## config.mk

```make
export PLATFORM = sky130hd
export DESIGN_NAME = spi_flash_read
export DESIGN_NICKNAME = d
export VERILOG_FILES = /design/src/rtl/spi_flash_read.sv
export SDC_FILE = /design/constraint.sdc
export NUM_CORES = 1
export LEC_CHECK = 0
export ABC_CLOCK_PERIOD_IN_PS = 7360
export BUFFER_PORTS_ARGS = -buffer_cell sky130_fd_sc_hd__buf_2
export CORE_AREA = 2 2 149 122
export CTS_BUF_LIST = sky130_fd_sc_hd__clkbuf_4 sky130_fd_sc_hd__clkbuf_8
export DETAILED_ROUTE_END_ITERATION = 7
export DIE_AREA = 0 0 151 124
export PLACE_DENSITY = 0.77
export SLEW_MARGIN = 20
export SYNTH_ARGS = -nofsm -noshare
export SYNTH_HDL_FRONTEND = slang
export SYNTH_SLANG_ARGS = --single-unit
export TNS_END_PERCENT = 1
```

## constraint.sdc

```tcl
create_clock -name system_clk -period 7.36 [get_ports system_clk]
set_input_delay 0.736 -clock system_clk [delete_from_list [all_inputs] [get_ports system_clk]]
set_output_delay 0.736 -clock system_clk [all_outputs]
set_load 0.1 [all_outputs]
```

## src/rtl/spi_flash_read.sv

```systemverilog
// SPI NOR flash sequential reader. Each read does a die select (C2 xx), then a read
// command with a 4-byte address (optional 8 dummy clocks), then streams bytes until the
// last address. At a 32 MB die boundary it reselects the die and reissues the command.
module spi_flash_read (
  input  logic        system_clk,
  input  logic        system_reset_n,  // active-high synchronous reset
  input  logic        start_flag,
  input  logic        read_req,
  input  logic [31:0] start_addr,
  input  logic [31:0] end_addr,
  input  logic [1:0]  mode,
  input  logic        fifo_full,
  input  logic        spi_miso,
  output logic        spi_cs_n,
  output logic        spi_sclk,
  output logic        spi_mosi,
  output logic [7:0]  data_out,
  output logic        data_valid,
  output logic        read_finish
);

  typedef enum logic [3:0] {
    IDLE    = 4'd0,
    DIE_SEL = 4'd1,
    CMD     = 4'd2,
    ADDR    = 4'd3,
    DUMMY   = 4'd4,
    DATA    = 4'd5,
    PAUSE   = 4'd6,
    CS_GAP  = 4'd7,
    FINISH  = 4'd8
  } state_e;

  state_e      state, next_state;
  logic        start_flag_q;
  logic [31:0] cur_addr_q, remaining_q;
  logic [1:0]  mode_q;
  logic [6:0]  tx_q;         // bits of the current byte still to be shifted out
  logic [7:0]  rx_q;
  logic [2:0]  bit_q, gap_q;
  logic [1:0]  byte_q;       // byte index within a multi-byte state
  logic        die_pend_q;   // CS_GAP must go back to DIE_SEL (die crossing)
  logic        pause_req_q;  // fifo_full seen during the byte in flight
  logic        sw;           // one-cycle die-switch marker

  logic        start_evt, shifting, byte_done, last_byte, die_cross, pause_now, load_en;
  logic [7:0]  load_byte, opcode;

  assign start_evt = (start_flag & ~start_flag_q) | read_req;
  assign shifting  = state inside {DIE_SEL, CMD, ADDR, DUMMY, DATA};
  // sclk high in a shifting state means this edge is the falling edge
  assign byte_done = shifting & spi_sclk & (bit_q == 3'd7);
  assign last_byte = (remaining_q == 32'd1);
  assign die_cross = &cur_addr_q[24:0];
  assign pause_now = fifo_full | pause_req_q;
  assign opcode    = (mode_q == 2'b01) ? 8'h0C : 8'h13;

  // Next-state decode; transitions out of shifting states only at byte boundaries.
  always_comb begin
    next_state = state;
    unique case (state)
      IDLE:    if (start_evt) next_state = (end_addr < start_addr) ? FINISH : DIE_SEL;
      DIE_SEL: if (byte_done && byte_q == 2'd1) next_state = CS_GAP;
      CS_GAP:  if (gap_q == 3'd3) next_state = die_pend_q ? DIE_SEL : CMD;
      CMD:     if (byte_done) next_state = ADDR;
      ADDR: begin
        if (byte_done && byte_q == 2'd3) begin
          if (mode_q == 2'b01) next_state = DUMMY;
          else                 next_state = pause_now ? PAUSE : DATA;
        end
      end
      DUMMY:   if (byte_done) next_state = pause_now ? PAUSE : DATA;
      DATA: begin
        if (byte_done) begin
          if (last_byte)      next_state = FINISH;
          else if (die_cross) next_state = CS_GAP;
          else if (pause_now) next_state = PAUSE;
          else                next_state = DATA;
        end
      end
      PAUSE:   if (!fifo_full) next_state = DATA;
      FINISH:  if (!start_flag && !read_req) next_state = IDLE;
      default: next_state = IDLE;
    endcase
  end

  // Byte to place on MOSI at the start of the next byte slot.
  always_comb begin
    load_en   = 1'b0;
    load_byte = 8'h00;
    unique case (state)
      IDLE, CS_GAP: begin
        if (next_state == DIE_SEL) begin
          load_en   = 1'b1;
          load_byte = 8'hC2;
        end else if (next_state == CMD) begin
          load_en   = 1'b1;
          load_byte = opcode;
        end
      end
      DIE_SEL: begin
        if (byte_done && byte_q == 2'd0) begin
          load_en   = 1'b1;
          load_byte = {7'b0, cur_addr_q[25]};
        end
      end
      CMD: begin
        if (byte_done) begin
          load_en   = 1'b1;
          load_byte = cur_addr_q[31:24];
        end
      end
      ADDR: begin
        if (byte_done) begin
          load_en = 1'b1;
          case (byte_q)
            2'd0:    load_byte = cur_addr_q[23:16];
            2'd1:    load_byte = cur_addr_q[15:8];
            2'd2:    load_byte = cur_addr_q[7:0];
            default: load_byte = 8'h00;
          endcase
        end
      end
      default: ;
    endcase
  end

  // State register, serial engine and registered outputs.
  always_ff @(posedge system_clk) begin
    if (system_reset_n) begin
      state        <= IDLE;
      start_flag_q <= 1'b0;
      cur_addr_q   <= '0;
      remaining_q  <= '0;
      mode_q       <= '0;
      tx_q         <= '0;
      rx_q         <= '0;
      bit_q        <= '0;
      gap_q        <= '0;
      byte_q       <= '0;
      die_pend_q   <= 1'b0;
      pause_req_q  <= 1'b0;
      sw           <= 1'b0;
      spi_cs_n     <= 1'b1;
      spi_sclk     <= 1'b0;
      spi_mosi     <= 1'b0;
      data_out     <= '0;
      data_valid   <= 1'b0;
      read_finish  <= 1'b0;
    end else begin
      state        <= next_state;
      start_flag_q <= start_flag;
      data_valid   <= 1'b0;
      gap_q        <= (state == CS_GAP) ? gap_q + 3'd1 : 3'd0;
      pause_req_q  <= (state == DATA) && !byte_done && (pause_req_q || fifo_full);
      sw           <= (state == DATA) && byte_done && !last_byte && die_cross;
      spi_cs_n     <= !(next_state inside {DIE_SEL, CMD, ADDR, DUMMY, DATA, PAUSE});
      read_finish  <= (next_state == FINISH);

      // Mode 0: sample MISO on the rising edge, advance MOSI on the falling edge.
      if (shifting) begin
        spi_sclk <= ~spi_sclk;
        if (!spi_sclk) begin
          rx_q <= {rx_q[6:0], spi_miso};
        end else begin
          bit_q    <= bit_q + 3'd1;
          spi_mosi <= tx_q[6];
          tx_q     <= {tx_q[5:0], 1'b0};
          if (bit_q == 3'd7) byte_q <= byte_q + 2'd1;
        end
      end
      if (next_state != state) byte_q <= '0;
      if (load_en) begin
        spi_mosi <= load_byte[7];
        tx_q     <= load_byte[6:0];
      end

      if (state == IDLE && start_evt) begin
        cur_addr_q  <= start_addr;
        remaining_q <= end_addr - start_addr + 32'd1;
        mode_q      <= mode;
      end
      if (state == DATA && byte_done) begin
        data_out    <= rx_q;
        data_valid  <= 1'b1;
        cur_addr_q  <= cur_addr_q + 32'd1;
        remaining_q <= remaining_q - 32'd1;
      end
      if (state == DATA && next_state == CS_GAP) die_pend_q <= 1'b1;
      else if (state == CS_GAP && next_state == DIE_SEL) die_pend_q <= 1'b0;
    end
  end

endmodule

```

## After elaboration in Yosys (flattened, before gate mapping)

Index checks and enable logic that the tools add are counted.

| storage, ports and cells | value |
|---|---|
| bits in registers | 109 |
| input bits | 72 |
| output and inout port bits | 13 |

| cells by class | value |
|---|---|
| reductions and logical operators | 32 |
| multiplexer cells | 42 |
| equality and inequality tests | 24 |
| order comparisons | 1 |
| add/subtract/negate cells | 7 |
| bitwise operators | 8 |

Operator list:

| operator | number |
|---|---|
| 2-to-1 mux 32 bit | 4 |
| adder 32 x 1 -> 32 bit, second input constant | 2 |
| 2-to-1 mux 4 bit | 11 |
| one-hot mux 4 bit (9 select lines) | 1 |
| == test 32 x 1 -> 1 bit, second input constant | 1 |
| == test 4 x 3 -> 1 bit, second input constant | 8 |
| less-than comparator 32 bit | 1 |
| one-hot mux 8 bit (4 select lines) | 1 |
| subtractor 32 x 1 -> 32 bit, second input constant | 1 |
| subtractor 32 bit | 1 |
| AND reduction 25 bit | 1 |
| 2-to-1 mux 8 bit | 3 |
| one-hot mux 8 bit (3 select lines) | 1 |
| 2-to-1 mux 7 bit | 3 |
| == test 4 x 2 -> 1 bit, second input constant | 4 |
| 2-to-1 mux 1 bit | 11 |
| logical AND 1 bit | 10 |
| 2-to-1 mux 5 bit | 2 |
| == test 4 x 1 -> 1 bit, second input constant | 2 |
| == test 4 bit, second input constant | 2 |
| 2-to-1 mux 2 bit | 4 |
| nonzero test 2 bit | 4 |
| OR reduction 2 bit | 4 |
| adder 3 x 1 -> 3 bit, second input constant | 2 |
| 18 further kinds | 30 |

## Logic depth before layout (Yosys ltp)

Gate-level depths: netlist (run 1).

| depth | value |
|---|---|
| word-level depth | 13 |
| mapped depth | 16 |
| mapped depth without buffers | 16 |

## Least setup slack after synthesis (run 1)

No wires, ideal clock.

| timing | value |
|---|---|
| path type | input port to flip-flop |
| start | input port start_addr[1] |
| end | register remaining_q[27] |
| stages on the path | 15 |
| library setup time | 0.115 ns |
| path slack | 3.983 ns |
| required time | 7.245 ns |
| arrival | 3.263 ns |
| path through | inv_1 > ha_1 > inv_1 > ha_1 > inv_1 > fa_1 > nand2b_1 > a21oi_1 > o21ai_0 > a21o_1 > a21oi_1 > a21oi_1 > o31a_1 > xnor2_1 > a2111oi_0 |

| on the way | value |
|---|---|
| word-level cells in the longest chain between the ends | 4 |

RTL lines:

| item | line | source |
|---|---|---|
| start, declared | 9 | `input logic [31:0] start_addr,` |
| subtractor 32 bit | 180 | `remaining_q <= end_addr - start_addr + 32'd1;` |
| adder 32 x 1 -> 32 bit | 180 |  |
| 2-to-1 mux 32 bit | 178 | `if (state == IDLE && start_evt) begin` |
| 2-to-1 mux 32 bit | 183 | `if (state == DATA && byte_done) begin` |
| end signal, assigned | 180 |  |
| end signal, assigned | 187 | `remaining_q <= remaining_q - 32'd1;` |
| end, declared | 36 | `logic [31:0] cur_addr_q, remaining_q;` |

Every way passes these cells. The select of a mux whose other input is x is not followed.
A chain may end at the register's enable or synchronous reset.

## Final worst setup path (run 1)

| timing | value |
|---|---|
| start | register state[0] |
| end | register tx_q[5] |

| on the way | value |
|---|---|
| word-level cells in the longest chain between the ends | 13 |
| elaborated cells between the ends (all ways) | 41 |

RTL lines:

| item | line | source |
|---|---|---|
| start, declared | 34 | `state_e state, next_state;` |
| start signal, assigned | 151 | `state <= next_state;` |
| == test 4 x 1 -> 1 bit, or another cell as far along | 50, 61, 91 |  |
| nonzero test 5 bit | 50 | `assign shifting = state inside {DIE_SEL, CMD, ADDR, DUMMY, DATA};` |
| bitwise AND 1 bit (2 in a row) | 52 | `assign byte_done = shifting & spi_sclk & (bit_q == 3'd7);` |
| logical AND 1 bit (on tied branches) | 67, 63 |  |
| 2-to-1 mux 4 bit (on tied branches) | 67, 63 |  |
| one-hot mux 4 bit (9 select lines) | 61 | `unique case (state)` |
| == test 4 x 2 -> 1 bit | 96 | `end else if (next_state == CMD) begin` |
| 2-to-1 mux 1 bit | 96 |  |
| 2-to-1 mux 1 bit | 93 | `if (next_state == DIE_SEL) begin` |
| one-hot mux 1 bit (3 select lines) | 91 | `unique case (state)` |
| nonzero test 2 bit (no source line) | -- |  |
| AND reduction 2 bit (no source line) | -- |  |
| end signal, assigned | 168 | `tx_q <= {tx_q[5:0], 1'b0};` |
| end signal, assigned | 175 | `tx_q <= load_byte[6:0];` |
| end, declared | 38 | `logic [6:0] tx_q;` |

Parallel ways exist; a longest one is shown, timed or not.

==> impl_metrics.py, run 1 <==
metrics = {
    "placed_design": {
        "port_buffers": 84,
        "dpl.cell_count": 1336,
        "dp_hpwl_um": 17860,
        "place_congestion": 0.8969,
    },
    "floorplan": {
        "rows": 43,
        "start_util": 0.4939,
        "io_pins": 85,
        "die_x_um": 151,
        "die_h_um": 124,
        "coreArea_um2": 17110,
        "dieArea_um2": 18720,
    },
    "cells_and_area": {
        "multiInputGateArea_um2": 5829,
        "fill_cells": 1671,
        "finalNonFillerCells": 1352,
        "area_delta_synth_final_pct": 8.824,
        "diodes": 0,
        "regArea_um2": 2182,
        "drive_gt1_frac": 0.1180,
        "nNetsFinal": 1286,
    },
    "synth": {
        "synth_area_leader_cell": "dfxtp_1",
        "yosysUniqueCellTypes": 79,
        "ys_seq_area_frac": 0.2582,
        "synth-simple-area-share": 0.2290,
        "yosysMostFrequentCell": "nor2_1",
        "synth_edf_count": 0,
        "ys_ff_latch": 109,
        "synth.cell_area_um2": 8451,
        "synth_top_family_by_area": "compound AO/OA/AOI/OAI gates",
        "async_reset_ff_frac": 0,
        "synthMuxAreaShare": 0.02399,
        "synth_common_cells": "nor2_1 (121), dfxtp_1 (109), a21oi_1 (105), nand2_1 (91), ha_1 (76)",
        "synthAdderAreaFrac": 0.1504,
        "synth_top_cell_area_share": 0.2582,
        "synth_xor_xnor_area_share": 0.04249,
        "ys.flop_type": "dfxtp_1",
        "syn_avg_cell_area_um2": 7.868,
        "synth_compound_area_frac": 0.2422,
        "synth_cells": 1074,
        "synth_nets": 1238,
        "ys_warn_count": 0,
        "synth.area.top_cells": "dfxtp_1 (26%), ha_1 (11%), a21oi_1 (6.2%)",
    },
    "min_path": {
        "worstHoldStart": "gap_q[0]$_SDFF_PP0_",
        "hold_path_class": "flop to flop",
    },
    "sta": {
        "maxSlewHeadroom": 0.2645,
        "max_freq_mhz": 255.0,
        "worstMarginPinSlew_ns": 1.103,
        "rsz0062_at_grt": "no",
        "fin_crit_sh": 0.5328,
        "drv_slew": 0,
        "finalClockSkew_ns": 0.01133,
        "setup-violations-final": 0,
        "hold_viol_final": 0,
        "fin_setup_tns_ns": 0,
        "fin_crit_ns": 3.922,
    },
    "routing": {
        "ant_nets": 0,
        "drc": 0,
        "drtIter0Drc": 930,
        "avgRoutedWirePerCell_um": 17.68,
        "vias": 8184,
        "finalWirelength_um": 23900,
        "drt-pass1-iter-count": 6,
        "vias_per_cell": 6.053,
    },
    "global_route": {
        "grt-ovfl-total": 0,
        "grt_max_degree": 98,
        "grt_pass1_wl_um": 38450,
        "antenna_found_initial": 0,
        "grt_use_total": 0.2583,
        "grt_pass1_vias": 7326,
    },
    "critical_path": {
        "path_class": "flop to flop",
        "crit_path_start": "state[0]$_SDFF_PP0_",
        "cp.required_ns": 7.60,
        "timing.rr.start": "state[0]$_SDFF_PP0_",
        "cp-end-kind": "flop",
        "cp_max_fo": 21,
        "cp.arrival_ns": 4.17,
        "cp-start-kind": "flop",
    },
    "clock_tree": {
        "cts_sinks": 109,
        "cts_resized": 0,
        "clk_root_buffer_cell": "clkbuf_8",
        "ctsHoldBuffers": 0,
        "tritoncts": "built",
        "clkLatencyLatePin_ns": 0.40,
        "htreeDepth": 3,
        "path_clk_slew_ns": 0.11,
        "cts_made_buffers": 9,
        "clockBufferDepth": 2,
        "postCtsSetupBuffers": 0,
    },
    "power_and_ir_drop": {
        "p_per_area_nw_per_um2": 182.7,
        "irDropWorstVdd_v": 0.00008410,
        "leakagePower_uw": 0.003900,
    },
    "run": {
        "cap_violations": 0,
    },
    "run_status": {
        "outcome": "complete, no violations",
    },
}
final timing paths:
path,endpoint,slack (ns),cells past startpoint
worst max register to register,tx_q[5]$_SDFFE_PP0P_,3.44,10
worst min register to register,gap_q[0]$_SDFF_PP0_,0.43,1
worst max-delay path,tx_q[5]$_SDFFE_PP0P_,3.44,10
worst min-delay path,gap_q[0]$_SDFF_PP0_,0.43,1
placed cells by master (no fill, tap or decap), types with 11 or more instances in the layout:
master	count
a21oi_1	105
buf_2	83
mux2i_1	18
nor2_1	120
nand4_1	13
dfxtp_1	109
xor2_1	21
and3_1	11
a22oi_1	15
nand3_1	27
fa_1	16
nor4_1	14
nand2_1	90
ha_1	76
a221oi_1	13
inv_1	65
xnor2_1	20
a21o_1	14
a31oi_1	13
o22ai_1	16
nand2b_1	11
nor3_1	29
o21ai_0	55
flip-flops by register name, indices dropped and copies added, names as in the netlist:
signal	cells
mode_q	2
tx_q	7
data_valid	1
remaining_q	32
byte_q	2
spi_cs_n	1
spi_mosi	1
bit_q	3
read_finish	1
state	4
die_pend_q	1
gap_q	3
data_out	8
cur_addr_q	32
start_flag_q	1
spi_sclk	1
rx_q	8
pause_req_q	1
logic make-up (layout without fill, tap and decap cells):
family                   count (synthesis)  count (layout)
XOR/XNOR                                41              41
buffers and inverters                  118             171
AO/OA/AOI/OAI                          313             313
multiplexers                            20              20
flip-flops                             109             109
adder cells (fa/ha/maj)                 92              92
AND/OR/NAND/NOR                        381             381
stage by stage:
step,hold WS (ns),utilization,cell area (um^2),power (uW),setup slack [ns]
2_1_floorplan,0.3991,-,8451,1147,3.983
3_3_place_gp,0.4092,0.5263,9005,1299,3.306
3_5_place_dp,0.4164,0.5263,9005,1308,3.242
4_1_cts,0.4315,0.5375,9196,1674,3.501
5_1_grt,0.4491,0.5375,9196,1783,3.236
6_report,0.4301,0.5375,9196,1680,3.438
critical path: stages (launching register included):
cell and delay (ns):
dfxtp_1 0.80, or3_1 0.35, nand2_1 0.15, nor2_1 0.86, a311oi_1 0.21, o22a_1 0.28, a311oi_4 0.38, nand2_2 0.20
o32a_4 0.27, nand3b_2 0.15, o32ai_1 0.10
per-layer routing:
metal,up-vias,part of all wire,track usage
li1,4001,-,-
met4,0,0.013,0.06133
met1,3785,0.48,0.3911
met3,24,0.091,0.05165
met2,374,0.42,0.3736
met5,-,0,0
power breakdown:
part | switching (uW) | internal, uW
Sequential | 80.2 | 648
Combinational | 353 | 231
Clock | 229 | 139
layout make-up:
| cell class | count | area share |
|---|---|---|
| flip-flops and latches | 109 | 0.2373 |
| clock inverters | 6 | 0.005850 |
| multi-input cells | 847 | 0.6339 |
| clock buffers | 10 | 0.01497 |
| repair buffers | 90 | 0.05088 |
| well taps | 225 | 0.03061 |
| inverters | 65 | 0.02653 |
Power figures use the tool's default switching activity.
==> inputs of run 2 (changes only) <==
--- a/config.mk
+++ b/config.mk
@@ -5,12 +5,13 @@
 export SDC_FILE = /design/constraint.sdc
 export NUM_CORES = 1
 export LEC_CHECK = 0
-export ABC_CLOCK_PERIOD_IN_PS = 7360
+export ABC_AREA = 1
+export ABC_CLOCK_PERIOD_IN_PS = 3700
 export BUFFER_PORTS_ARGS = -buffer_cell sky130_fd_sc_hd__buf_2
-export CORE_AREA = 2 2 149 122
+export CORE_AREA = 2 2 157 128
 export CTS_BUF_LIST = sky130_fd_sc_hd__clkbuf_4 sky130_fd_sc_hd__clkbuf_8
 export DETAILED_ROUTE_END_ITERATION = 7
-export DIE_AREA = 0 0 151 124
+export DIE_AREA = 0 0 159 130
 export PLACE_DENSITY = 0.77
 export SLEW_MARGIN = 20
 export SYNTH_ARGS = -nofsm -noshare
==> constraint.sdc (replaced) <==
create_clock -name system_clk -period 3.7 [get_ports system_clk]
set_input_delay 0.37 -clock system_clk [delete_from_list [all_inputs] [get_ports system_clk]]
set_output_delay 0.37 -clock system_clk [all_outputs]
set_load 0.1 [all_outputs]
==> run 2 against run 1 <==
Sequential share of layout area decreased by 2.4 points. Area after synthesis rose by 12%. Global-route usage is 0.83 points higher. Hold slack worse by 0.22 ns. Non-clock buffer count is 4 higher. Combinational power increased to 2.6 times the previous value. Maximum frequency is 29% higher. Clock power grew 110%. Critical path depth rose by 2. Critical path type unchanged.
==> impl_metrics.py, run 2 <==
metrics = {
    "sta": {
        "fin_crit_ns": 3.031,
        "drv_slew": 0,
        "hold_viol_final": 0,
        "holdWs_ns": 0.2150,
        "max_freq_mhz": 329.9,
        "rsz0062_at_grt": "no",
        "worstMarginPinSlew_ns": 0.8819,
        "finalClockSkew_ns": 0.02016,
        "maxSlewHeadroom": 0.4114,
        "fin_setup_tns_ns": 0,
        "fin_crit_sh": 0.8192,
        "setup-violations-final": 0,
    },
    "routing": {
        "vias": 9861,
        "avgRoutedWirePerCell_um": 15.46,
        "drc": 0,
        "drt-pass1-iter-count": 5,
        "finalWirelength_um": 27630,
        "drtIter0Drc": 926,
        "vias_per_cell": 5.518,
        "ant_nets": 0,
    },
    "synth": {
        "synthAdderAreaFrac": 0.1348,
        "synth_cells": 1462,
        "synth_compound_area_frac": 0.2009,
        "ys_warn_count": 0,
        "async_reset_ff_frac": 0,
        "ys.flop_type": "dfxtp_1",
        "synth_top_family_by_area": "simple AND/OR/NAND/NOR gates",
        "synth_nets": 1626,
        "synthMuxAreaShare": 0,
        "yosysUniqueCellTypes": 56,
        "yosysMostFrequentCell": "nand2_1",
        "ys_ff_latch": 109,
        "ys_seq_area_frac": 0.2314,
        "synth.cell_area_um2": 9430,
        "synth_top_cell_area_share": 0.2314,
        "synth-simple-area-share": 0.2935,
        "synth_area_leader_cell": "dfxtp_1",
        "synth_xor_xnor_area_share": 0.03251,
        "synth.area.top_cells": "dfxtp_1 (23%), nand2_1 (12%), ha_1 (10%)",
        "synth_edf_count": 0,
        "synth_common_cells": "nand2_1 (305), inv_1 (209), nor2_1 (158), o21ai_0 (118), a21oi_1 (112)",
        "syn_avg_cell_area_um2": 6.450,
    },
    "global_route": {
        "grt_use_total": 0.2665,
        "grt_max_degree": 64,
        "grt_pass1_vias": 8783,
        "grt-ovfl-total": 0,
        "antenna_found_initial": 0,
        "grt_pass1_wl_um": 44510,
    },
    "power_and_ir_drop": {
        "pwr-share-comb": 0.402,
        "internal_power_uw": 2151,
        "p_per_area_nw_per_um2": 366.3,
        "clkPwrFrac": 0.201,
        "leakagePower_uw": 0.004939,
        "irDropWorstVdd_v": 0.0002311,
        "swShare": 0.4269,
        "power.switching_uw": 1602,
        "p_seq_frac": 0.397,
    },
    "placed_design": {
        "place_congestion": 0.9659,
        "dp_hpwl_um": 21630,
        "port_buffers": 84,
    },
    "cells_and_area": {
        "mostFrequentLayoutCell": "nand2_1",
        "final_core_util": 0.5299,
        "diodes": 0,
        "drive_gt1_frac": 0.09980,
        "top_regs": "cur_addr_q (32), remaining_q (32)",
        "nNetsFinal": 1682,
        "area_delta_synth_final_pct": 8.664,
        "final_cell_mix": "nand2_1 (304), inv_1 (209), nor2_1 (158)",
    },
    "critical_path": {
        "path_cells": "nor2_4, o21ai_4, nand2_4, nor2_4, nand2_2, nand2_1, inv_1, buf_4, nand2_1, o21ai_0, nand2_1, nand2_1",
        "crit_top_cell": "nand2_1",
        "crit_slowest_cell": "dfxtp_1",
        "cp-end-kind": "flop",
        "path_buf_inv": 2,
        "crit_family": "simple AND/OR/NAND/NOR gates",
        "path_class": "flop to flop",
        "max_stage_delay_ns": 0.54,
        "cp_max_fo": 25,
        "cp.required_ns": 3.98,
        "cp.arrival_ns": 3.31,
        "cp-start-kind": "flop",
    },
    "clock_tree": {
        "clkLatencyLatePin_ns": 0.40,
        "htreeDepth": 3,
        "cts_sinks": 109,
        "clk_root_buffer_cell": "clkbuf_8",
        "cts_resized": 0,
        "path_clk_slew_ns": 0.11,
        "ctsHoldBuffers": 0,
        "clockBufferDepth": 2,
        "tritoncts": "built",
        "cts_made_buffers": 9,
        "postCtsSetupBuffers": 0,
    },
    "floorplan": {
        "dieArea_um2": 20670,
        "coreArea_um2": 19340,
        "io_pins": 85,
        "start_util": 0.4876,
        "rows": 46,
        "die_h_um": 130,
        "die_x_um": 159,
    },
    "run": {
        "cap_violations": 0,
    },
    "min_path": {
        "hold_path_class": "primary input to flop",
    },
    "run_status": {
        "outcome": "complete, no violations",
    },
}
[run 2: changes by cell type after synthesis, moves of 16 or more]
cell	before	now
inv_1	65	209
o21ai_0	55	118
mux2i_1	18	0
nand4_1	13	29
nor2_1	121	158
nand2_1	91	305
nand3_1	27	69
a31oi_1	13	33
[run 2: cells by family (layout without fill, tap and decap cells)]
logic type / count (synthesis) / count (layout)
and+or+nand+nor: 636 / 636
buffers and inverters: 260 / 321
AOI/OAI and AO/OA: 330 / 330
xor gates and xnor gates: 35 / 35
DFF: 109 / 109
adders and majority gates: 92 / 92
[run 2: worst reg2reg max path, cell delays in order (launching register included)]
cell     delay, ns
dfxtp_1       0.54
nor2_4        0.10
o21ai_4       0.21
nand2_4       0.14
nor2_4        0.39
nand2_2       0.32
nand2_1       0.16
inv_1         0.39
buf_4         0.40
nand2_1       0.08
o21ai_0       0.07
nand2_1       0.07
nand2_1       0.05
[run 2: layout make-up]
| class | instances | area [um^2] |
|---|---|---|
| repair buffers | 94 | 508.0 |
| clock inverters | 6 | 61.31 |
| clock buffers | 10 | 131.4 |
| inverters | 211 | 792.0 |
| fillers | 1977 | 9091 |
| flip-flops and latches | 109 | 2182 |
| well taps | 264 | 330.3 |
| multi-input cells | 1093 | 6242 |
[run 2: worst paths after layout]
path	startpoint	end	slack (ns)	cells past startpoint
max	state[1]$_SDFF_PP0_	cur_addr_q[13]$_SDFFE_PP0P_	0.67	12
min	spi_miso	rx_q[0]$_SDFFE_PP0P_	0.22	3
max reg2reg	state[1]$_SDFF_PP0_	cur_addr_q[13]$_SDFFE_PP0P_	0.67	12
min reg2reg	gap_q[0]$_SDFF_PP0_	gap_q[0]$_SDFF_PP0_	0.43	1
[run 2: routing by layer]
| layer | vias to the layer above | track usage | part of all wire |
|---|---|---|---|
| li1 | 4953 | - | - |
| met1 | 4462 | 0.3827 | 0.48 |
| met2 | 405 | 0.3982 | 0.40 |
| met3 | 41 | 0.06484 | 0.096 |
| met4 | 0 | 0.07540 | 0.022 |
| met5 | - | 0 | 0 |
[run 2: power by group through the flow]
stage	registers [uW]	logic, uW	clock network (uW)
floorplan	1510	1060	0
global placement	1500	1450	0
detailed placement	1510	1470	0
CTS	1480	1480	768
global route	1510	1690	809
finish	1490	1510	755
[run 2: metrics by stage]
| stage | setup slack, ns | instance area [um^2] | cells | power (uW) |
|---|---|---|---|---|
| 5_1_grt | 0.3487 | 10250 | 1787 | 4012 |
| 6_report | 0.6691 | 10250 | 1787 | 3753 |
| 4_1_cts | 0.7218 | 10250 | 1787 | 3727 |
| 3_5_place_dp | 0.5549 | 10050 | 1771 | 2976 |
| 2_1_floorplan | 1.018 | 9430 | 1462 | 2569 |
| 3_3_place_gp | 0.5615 | 10050 | 1771 | 2955 |
